## src/rtl/fft_output_unit.sv

```systemverilog
// Frame buffer for the 64-point FFT: captures 8 lanes x 8 words in
// digit-transposed order and streams the bins out in natural order.
module fft_output_unit #(
    parameter int DW     = 10,
    parameter int N_LANE = 8
) (
    input  logic                 clk,
    input  logic                 rst_n,
    input  logic                 din_valid,
    input  logic [N_LANE*DW-1:0] dinre,
    input  logic [N_LANE*DW-1:0] dinim,
    output logic                 dout_valid,
    output logic [DW-1:0]        doutre,
    output logic [DW-1:0]        doutim,
    output logic [5:0]           dout_index,
    output logic                 busy,
    output logic                 frame_err
);

    localparam int DEPTH = N_LANE * N_LANE;
    localparam int WW    = $clog2(N_LANE);
    localparam int AW    = 2 * WW;

    typedef enum logic [1:0] {
        IDLE,
        LOAD,
        SEND
    } state_t;

    state_t            state;
    state_t            state_nxt;
    logic [WW-1:0]     wcnt;
    logic [AW-1:0]     ocnt;
    logic              capture;
    logic [2*DW-1:0]   mem [DEPTH];

    assign capture = din_valid && (state != SEND);
    assign busy    = (state != IDLE);

    always_comb begin
        state_nxt = state;
        unique case (state)
            IDLE: if (din_valid) state_nxt = LOAD;
            LOAD: begin
                if (din_valid && wcnt == WW'(N_LANE - 1))
                    state_nxt = SEND;
            end
            SEND: if (ocnt == AW'(DEPTH - 1)) state_nxt = IDLE;
            default: state_nxt = IDLE;
        endcase
    end

    always_ff @(posedge clk or negedge rst_n) begin
        if (!rst_n) state <= IDLE;
        else        state <= state_nxt;
    end

    // Word counter wraps to 0 on the 8th capture, ready for the next frame.
    always_ff @(posedge clk or negedge rst_n) begin
        if (!rst_n) begin
            wcnt <= '0;
            ocnt <= '0;
        end else begin
            if (capture) wcnt <= wcnt + 1'b1;
            if (state == SEND) ocnt <= ocnt + 1'b1;
            else               ocnt <= '0;
        end
    end

    // Lane j of word k is bin 8*j+k: address is {lane, word}.
    always_ff @(posedge clk) begin
        if (capture) begin
            for (int j = 0; j < N_LANE; j++) begin
                mem[{WW'(j), wcnt}] <= {dinre[j*DW +: DW], dinim[j*DW +: DW]};
            end
        end
    end

    always_ff @(posedge clk or negedge rst_n) begin
        if (!rst_n) begin
            dout_valid <= 1'b0;
            doutre     <= '0;
            doutim     <= '0;
            dout_index <= '0;
            frame_err  <= 1'b0;
        end else begin
            frame_err <= din_valid && (state == SEND);
            if (state == SEND) begin
                dout_valid <= 1'b1;
                doutre     <= mem[ocnt][2*DW-1:DW];
                doutim     <= mem[ocnt][DW-1:0];
                dout_index <= 6'(ocnt);
            end else begin
                dout_valid <= 1'b0;
            end
        end
    end

endmodule

```

## config.mk

```make
export PLATFORM = sky130hd
export DESIGN_NAME = fft_output_unit
export DESIGN_NICKNAME = d
export VERILOG_FILES = /design/src/rtl/fft_output_unit.sv
export SDC_FILE = /design/constraint.sdc
export NUM_CORES = 1
export LEC_CHECK = 0
export CAP_MARGIN = 15
export CORE_UTILIZATION = 26
export DETAILED_ROUTE_END_ITERATION = 10
export GPL_ROUTABILITY_DRIVEN = 0
export PLACE_DENSITY = 0.38
export SETUP_SLACK_MARGIN = 0.05
export SLEW_MARGIN = 20
export SYNTH_ARGS = -nofsm -noshare
export SYNTH_HDL_FRONTEND = slang
export SYNTH_SLANG_ARGS = --single-unit
```

## constraint.sdc

```tcl
create_clock -name clk -period 27.3 [get_ports clk]
set_input_delay 2.73 -clock clk [delete_from_list [all_inputs] [get_ports clk]]
set_output_delay 2.73 -clock clk [all_outputs]
set_load 0.02 [all_outputs]
```

Yosys cells after proc, flatten, opt, wreduce, memory -nomap -nowiden:

Memory sizes are Yosys's and may differ from the RTL's. A register that Yosys moved wholly into a read port is not among the register bits.
Cells that the tools add are included.

* flip-flop bits (word level): 19
* bits in writable memories: 1280
* input bits: 163
* output and inout bits: 29
* word-level logic and storage cells: 32
* memories kept: 1

* $add $sub $neg: 2
* eq/ne operators: 8
* mux-type cells: 8
* reductions and logical operators: 7

Memories
* mem: depth 64, bits a word 20, rd ports 1, clocked after Yosys merged registers in 1, write ports 8, line 35 `logic [2*DW-1:0] mem [DEPTH];`

Operator list (count)
* $ne 2x2->1 const B: 4
* $add 6x1->6 const B: 1
* $eq 6x6->1 const B: 1
* $mux 2: 3
* $mux 6: 1
* $pmux 2 s3: 1
* $add 3x1->3 const B: 1
* $eq 3x3->1 const B: 1
* $logic_and 1x1->1: 3
* $mux 1: 3
* $reduce_and 3->1: 1
* $eq 2x1->1 const B: 1
* $eq 2x2->1 const B: 1
* $logic_not 2->1: 1
* $reduce_bool 2->1: 1
* $logic_not 1->1: 1

Longest topological paths before layout:

Gate-level depths: netlist of the first run.

* depth in word-level cells: 4
* mapped depth: 9
* gate-level depth less buffers: 6

Least setup slack after synthesis of the first run:

Ideal clock, no wire load.

* kind: in2reg
* start: input port din_valid
* end: memory mem[10][0] (netlist name) (enable)
* library setup time: 0.876 ns
* arrival time: 13.695 ns
* data required time: 26.424 ns
* setup slack: 12.730 ns
* stages on the path: 2
* buffers on the path: 0
* cell sequence: nand2b_1 -> nor3_1

RTL lines
* start: declaration: line 9 `input logic din_valid,`
* end: declaration: line 35

==> metrics.yaml, run 1 <==
run_status:
  status: "complete, no violations"
place:
  post-place-ws_ns: 20.73
  hpwlAfterDp_mm: 83.0
  port_buffers: 191
min_path:
  worstHoldPathCells: 2
  holdCritStartpoint: "dout_index[0]"
  hold-path-endpoint: "dout_index[0]"
  hold_path_class: "reg -> reg"
yosys:
  synth_area_leaders: "edfxtp_1 (77%), mux4_2 (14%), dfrtp_1 (1.9%)"
  synth_ff_type: "edfxtp_1"
  yosysWarnings: 0
  post-synth-top-area-fraction: 0.767
  synthesis.area_sq_mm: 0.0501
  synth_cells: 2206
  synth.distinct_cells: 47
  syn_nets: 2372
  ys_ff_latch: 1319
  synth_top_area_cell: "edfxtp_1"
  synth_edf_count: 1280
  synth_area_per_cell_sq_um: 22.7
  yosysSeqAreaShare: 0.787
  synthArstFlopShare: 0.0296
critical_path:
  ff2ff_setup_slack_ns: 22.97
  cpMaxStageDelayCell: "buf_4"
  critPathArrivalTime_ns: 5.97
  critical-path-max-stage-delay_ns: 0.83
  start_kind: "input pin"
  rr_endpoint: "doutre[3]"
  cp-end-kind: "flip-flop"
  cp.required_ns: 27.68
  path_cells: "clkdlybuf4s50_1 -> nand3_1 -> nor2_4 -> buf_12 -> buf_4"
  rr_worst_depth: 7
  worst-setup-path-type: "in -> reg"
  crit_path_max_fanout: 87
  r2r_start: "ocnt[0]"
run:
  drv_cap: 0
clock_tree:
  postCtsSetupRepairBufs: 0
  cts_tree: "yes"
  cts_inserted_buffers: 150
  htreeDepth: 4
  clk_pin_slew_worst_paths_ns: 0.06
  cts_sinks: 1319
  post_cts_resized: 0
  clock_path_buffers: 3
  clk_latency_ns: 0.77
  cts_hold_buffers: 0
  cts_root_buffer: "clkbuf_16"
route:
  ant_nets: 0
  wl_per_cell_um: 27.8
  vias: 23400
  routed_wl_mm: 142
  drc: 0
  first_pass_iters: 5
  drtIter0Drc: 1545
  via_per_inst: 4.58
cells_and_area:
  fin_nets: 2643
  fillers: 18200
  areaGrowthSynthToFinish_pct: 19.5
  drive_gt1_frac: 0.241
  most-common-layout-cells: "edfxtp_1 (1280), mux4_2 (318), clkdlybuf4s50_1 (190)"
  final_common_cell: "edfxtp_1"
timing:
  fin_setup_tns_ns: 0
  min_period_ns: 5.59
  finalSetupViolCount: 0
  slew_headroom: 0.261
  fin_ws_ns: 21.71
  slew_viol_final: 0
  fmax_mhz: 179
  clock_skew_ns: 0.0245
  worstMarginPinSlew_ns: 1.10
  fin_crit_sh: 0.205
  hold_violations: 0
  rsz0062_at_grt: "false"
floorplan:
  start_util: 0.263
  die_w_um: 441
  num_rows: 160
  coreArea_sq_mm: 0.191
  io_pins: 192
  dieArea_sq_mm: 0.194
  die_h_um: 441
grt:
  grt_use_total: 0.147
  grt_pass1_vias: 25700
  grt_pass1_wl_mm: 200
  antenna_found_initial: 45
  grt_remaining_overflow: 0
  grt_max_degree: 111
power_and_ir_drop:
  power_density_mw_per_mm2: 85.6
  ir_drop_uv: 60.0
  p_leak_uw: 0.0181
-- where the power goes --
| group | total, uW | leakage (uW) | switching [uW] | internal (uW) |
|---|---|---|---|---|
| clock network | 1960 | 0.00234 | 816 | 1140 |
| registers | 2620 | 0.0121 | 81.3 | 2540 |
| logic | 548 | 0.00368 | 359 | 189 |
-- stage by stage --
step	cell area (sq um)	hold slack [ns]	instances	total power, uW	util
2_1_floorplan	50100	0.464	2206	3030	-
3_3_place_gp	55100	0.462	4836	3230	0.289
3_5_place_dp	55100	0.467	4836	3250	0.289
4_1_cts	59900	0.482	5110	5230	0.314
5_1_grt	59900	0.511	5111	5330	0.314
6_report	59900	0.479	5112	5130	0.314
-- synthesized netlist by cell type (all sizes together), types with 6 or more instances --
| cell | n |
|---|---|
| dfrtp | 39 |
| a32oi | 19 |
| nand2b | 6 |
| o21ai | 39 |
| a21oi | 40 |
| nor2 | 31 |
| clkbuf | 45 |
| mux4 | 318 |
| nor3 | 26 |
| mux2 | 23 |
| nand2 | 58 |
| mux2i | 60 |
| a22oi | 57 |
| buf | 80 |
| nand3 | 41 |
| edfxtp | 1280 |
-- critical path: cells and delay by family --
family / cells / cell delay [ns]
buffers and inverters: 3 / 2.05
AND/OR/NAND/NOR: 2 / 1.03
-- state kept, by name (all words and copies together) (netlist names) --
name,flops
ocnt,6
dout_valid,1
frame_err,1
doutre,10
dout_index,6
state,2
mem,1280
wcnt,3
doutim,10
-- area by class of cell --
cell class	instances	area (sq um)	area share
well taps	2511	3140	0.0525
inverters	3	11.3	0.000188
clock buffers	194	3980	0.0665
diodes	2	5.00	0.0000836
flip-flops and latches	1319	39400	0.658
multi-input cells	759	10100	0.169
repair buffers	244	2390	0.0399
clock inverters	80	793	0.0132
-- how the worst max path moves through the flow --
stage          slack (ns)  cells past startpoint      start     endpoint
2_1_floorplan       12.73                      2  din_valid   mem[10][0]
3_3_place_gp        20.68                      5  din_valid   mem[53][9]
3_5_place_dp        20.73                      5  din_valid  mem[61][19]
4_1_cts             21.56                      5  din_valid  mem[53][19]
5_1_grt             21.46                      5  din_valid  mem[13][13]
6_report            21.71                      5  din_valid  mem[13][13]
-- logic make-up after synthesis --
logic type / after synthesis / share of synthesized area
AOI/OAI and AO/OA: 165 / 0.0214
xor gates and xnor gates: 5 / 0.000874
adders and majority gates: 3 / 0.000749
buffers and inverters: 128 / 0.0129
DFF: 1319 / 0.787
muxes: 401 / 0.160
and+or+nand+nor: 185 / 0.0175
-- per-layer routing --
layer	global-route usage	share of wire	up-vias
met2	0.260	0.52	492
met4	0.0343	0.021	12
li1	-	-	9909
met1	0.185	0.43	12800
met5	0	0.00059	-
met3	0.0250	0.035	246
Note: power is estimated with default switching activity, not from simulation.
==> run 2, diff against run 1 <==
==> constraint.sdc (replaced) <==
create_clock -name clk -period 5.25 [get_ports clk]
set_input_delay 0.525 -clock clk [delete_from_list [all_inputs] [get_ports clk]]
set_output_delay 0.525 -clock clk [all_outputs]
set_load 0.02 [all_outputs]
==> run 2 against run 1 <==
  * Via count is 0.35% higher
  * Critical endpoint is now doutre[6]
  * Global-route usage is 0.32 points higher
  * Routed wire length rose by 1.8%
  * Total power rose to 5.2 times the previous value
  * Setup slack got worse by 20 ns
  * Die area stayed put
  * Sequential share of layout area shrank 0.40 points
  * Clock skew grew 0.0043 ns
  * Clock-buffer cell count rose by 6
  * Non-clock buffer count grew 18
  * Cell count is 0.43% higher
  * Flip-flop and latch count is the same
==> metrics.yaml, run 2 (synthesis gave the netlist of run 1 again) <==
run_status:
  status: "complete, no violations"
floorplan:
  io_pins: 192  # unchanged
  start_util: 0.263  # unchanged
  num_rows: 160  # unchanged
  die_h_um: 441  # unchanged
  die_w_um: 441  # unchanged
  dieArea_sq_mm: 0.194  # unchanged
  coreArea_sq_mm: 0.191  # unchanged
critical_path:
  ff2ff_setup_slack_ns: 1.58  # -21.39 ns
  rr_endpoint: "doutre[6]"
  critical-path-max-stage-delay_ns: 0.83  # about the same
  critPathBufInv: 2  # -1
  critPathArrivalTime_ns: 4.28  # -1.69 ns
  crit_path_max_fanout: 46  # -47%
  cp.required_ns: 5.86  # -21.82 ns
  cp-end-kind: "flip-flop"
  start_kind: "flip-flop"
  worstSetupStartpoint: "ocnt[0]"
  crit_family: "simple AND/OR/NAND/NOR gates"
  crit_path_end: "doutre[6]"
  cpMaxStageDelayCell: "nor3_1"
  rr_worst_depth: 7  # unchanged
  path_cells: "buf_16 -> buf_12 -> mux4_2 -> a22oi_1 -> a21oi_1 -> nor3_1 -> nand3_1"
  critical_path_depth: 7  # +2
  r2r_start: "ocnt[0]"
  worst-setup-path-type: "reg -> reg"
place:
  post-place-ws_ns: 1.25  # -19.48 ns
  dp.cells: 4852  # +0.33%
  port_buffers: 191  # unchanged
  hpwlAfterDp_mm: 85.2  # +2.7%
clock_tree:
  cts_root_buffer: "clkbuf_16"
  cts_inserted_buffers: 153  # +2.0%
  clk_latency_ns: 0.77  # about the same
  htreeDepth: 4  # unchanged
  cts_sinks: 1319  # unchanged
  clk_pin_slew_worst_paths_ns: 0.06  # about the same
  clock_path_buffers: 3  # unchanged
  postCtsSetupRepairBufs: 0  # unchanged
  cts_tree: "yes"
route:
  routed_wl_mm: 145  # +1.8%
  drc: 0  # unchanged
  first_pass_iters: 4  # -1
  via_per_inst: 4.58  # about the same
  wl_per_cell_um: 28.2  # +1.4%
  drtIter0Drc: 1533  # -0.78%
  ant_nets: 0  # unchanged
  vias: 23500  # +0.35%
cells_and_area:
  largest_reg_flops: 1280  # unchanged
  drive_gt1_frac: 0.243  # +0.00198
  register_area_sq_mm: 0.0394  # unchanged
  instances_no_fill: 5134  # +0.43%
  reg_top3: "mem x1280, doutim x10, doutre x10"
  fin_nets: 2664  # +0.79%
  most-common-layout-cells: "edfxtp_1 (1280), mux4_2 (318), clkdlybuf4s50_1 (190)"
  areaGrowthSynthToFinish_pct: 20.2
  fillers: 18100  # -0.37%
  multi_input_comb_area_sq_mm: 0.0102  # +0.53%
  final_common_cell: "edfxtp_1"
  largest-register: "mem"
timing:
  fin_setup_tns_ns: 0  # unchanged
  hold_violations: 0  # unchanged
  rsz0062_at_grt: "false"
  clock_skew_ns: 0.0287  # +0.00429 ns
  worstMarginPinSlew_ns: 1.13  # +0.0297 ns
  fmax_mhz: 273
  fin_crit_sh: 0.699
  slew_viol_final: 0  # unchanged
  fin_ws_ns: 1.58  # -20.13 ns
  finalSetupViolCount: 0  # unchanged
  slew_headroom: 0.249  # -0.0121
  min_period_ns: 3.67
power_and_ir_drop:
  switchingPower_uw: 6680  # +430%
  sw_frac_of_total: 0.250  # +0.00471
  seqPwrFrac: 0.510  # -0.002
  p_leak_uw: 0.0183  # +0.64%
  internal-power_uw: 20100  # +420%
  comb_power_share: 0.115  # +0.008
  power_density_mw_per_mm2: 444  # +420%
  clkPwrFrac: 0.375  # -0.006
  ir_drop_uv: 292  # +390%
grt:
  grt_use_total: 0.150  # +0.00318
  antenna_found_initial: 46  # +2.2%
  grt_pass1_vias: 25300  # -1.8%
  grt_max_degree: 115  # +3.6%
  grt_remaining_overflow: 0  # unchanged
  grt_pass1_wl_mm: 203  # +1.3%
run:
  drv_cap: 0  # unchanged
min_path:
  hold_path_class: "in -> async"
[run 2: cell count changes in the layout (fill, tap and decap cells not counted), moves of 3 or more]
cell / change
nor3_4: +6
clkinv_1: +7
buf_12: +17
nor3_2: -6
clkinv_2: -9
clkbuf_1: +3
bufinv_16: -4
[run 2: worst min-delay path by stage]
stage / depth (start not counted) / from / slack (ns) / end
after floorplan: 0 / rst_n / 0.23 / dout_index[0]
after global placement: 2 / dout_index[5] / 0.48 / dout_index[5]
after detailed placement: 2 / dout_index[3] / 0.47 / dout_index[3]
after CTS: 1 / dinim[6] / 0.40 / mem[4][6]
after global routing: 3 / rst_n / 0.44 / doutre[3]
final: 3 / rst_n / 0.44 / doutim[9]
[run 2: power by group through the flow]
stage | clock (uW) | combinational [uW] | sequential (uW)
after global routing | 10700 | 3330 | 13800
after detailed placement | 0 | 3240 | 13900
after floorplan | 0 | 1490 | 14000
after global placement | 0 | 3220 | 13800
final | 10000 | 3080 | 13700
after CTS | 10300 | 3250 | 13700
[run 2: worst reg2reg max path, stage by stage, from the launching register on]
cell and delay (ns):
dfrtp_4 0.69, buf_16 0.31, buf_12 0.46, mux4_2 0.65, a22oi_1 0.22, a21oi_1 0.20
nor3_1 0.84, nand3_1 0.15
[run 2: through the flow]
| stage | area [sq um] | total power [uW] | hold slack [ns] | util |
|---|---|---|---|---|
| 2_1_floorplan | 50200 | 15500 | 0.229 | - |
| 3_3_place_gp | 55500 | 17100 | 0.476 | 0.291 |
| 3_5_place_dp | 55500 | 17200 | 0.467 | 0.291 |
| 4_1_cts | 60200 | 27300 | 0.396 | 0.316 |
| 5_1_grt | 60200 | 27800 | 0.438 | 0.316 |
| 6_report | 60200 | 26800 | 0.436 | 0.316 |
[run 2: area by class of cell]
cell class / count / area share
Multi-Input combinational cell: 759 / 0.169
Antenna cell: 4 / 0.000166
Clock buffer: 200 / 0.0673
Inverter: 3 / 0.000187
Tap cell: 2511 / 0.0521
Timing Repair Buffer: 262 / 0.0459
Clock inverter: 76 / 0.0109
Sequential cell: 1319 / 0.654
[run 2: repair_timing]
item / CTS / global route
hold buffers: 1 / 0
hold endpoints to repair: 39 / 0
gates resized for setup: 0 / 0
[run 2: per-layer routing]
| metal | vias to the layer above | share of wire | track usage |
|---|---|---|---|
| li1 | 9978 | - | - |
| met1 | 12800 | 0.42 | 0.187 |
| met2 | 444 | 0.52 | 0.266 |
| met3 | 252 | 0.034 | 0.0263 |
| met4 | 20 | 0.022 | 0.0385 |
| met5 | - | 0.00093 | 0 |
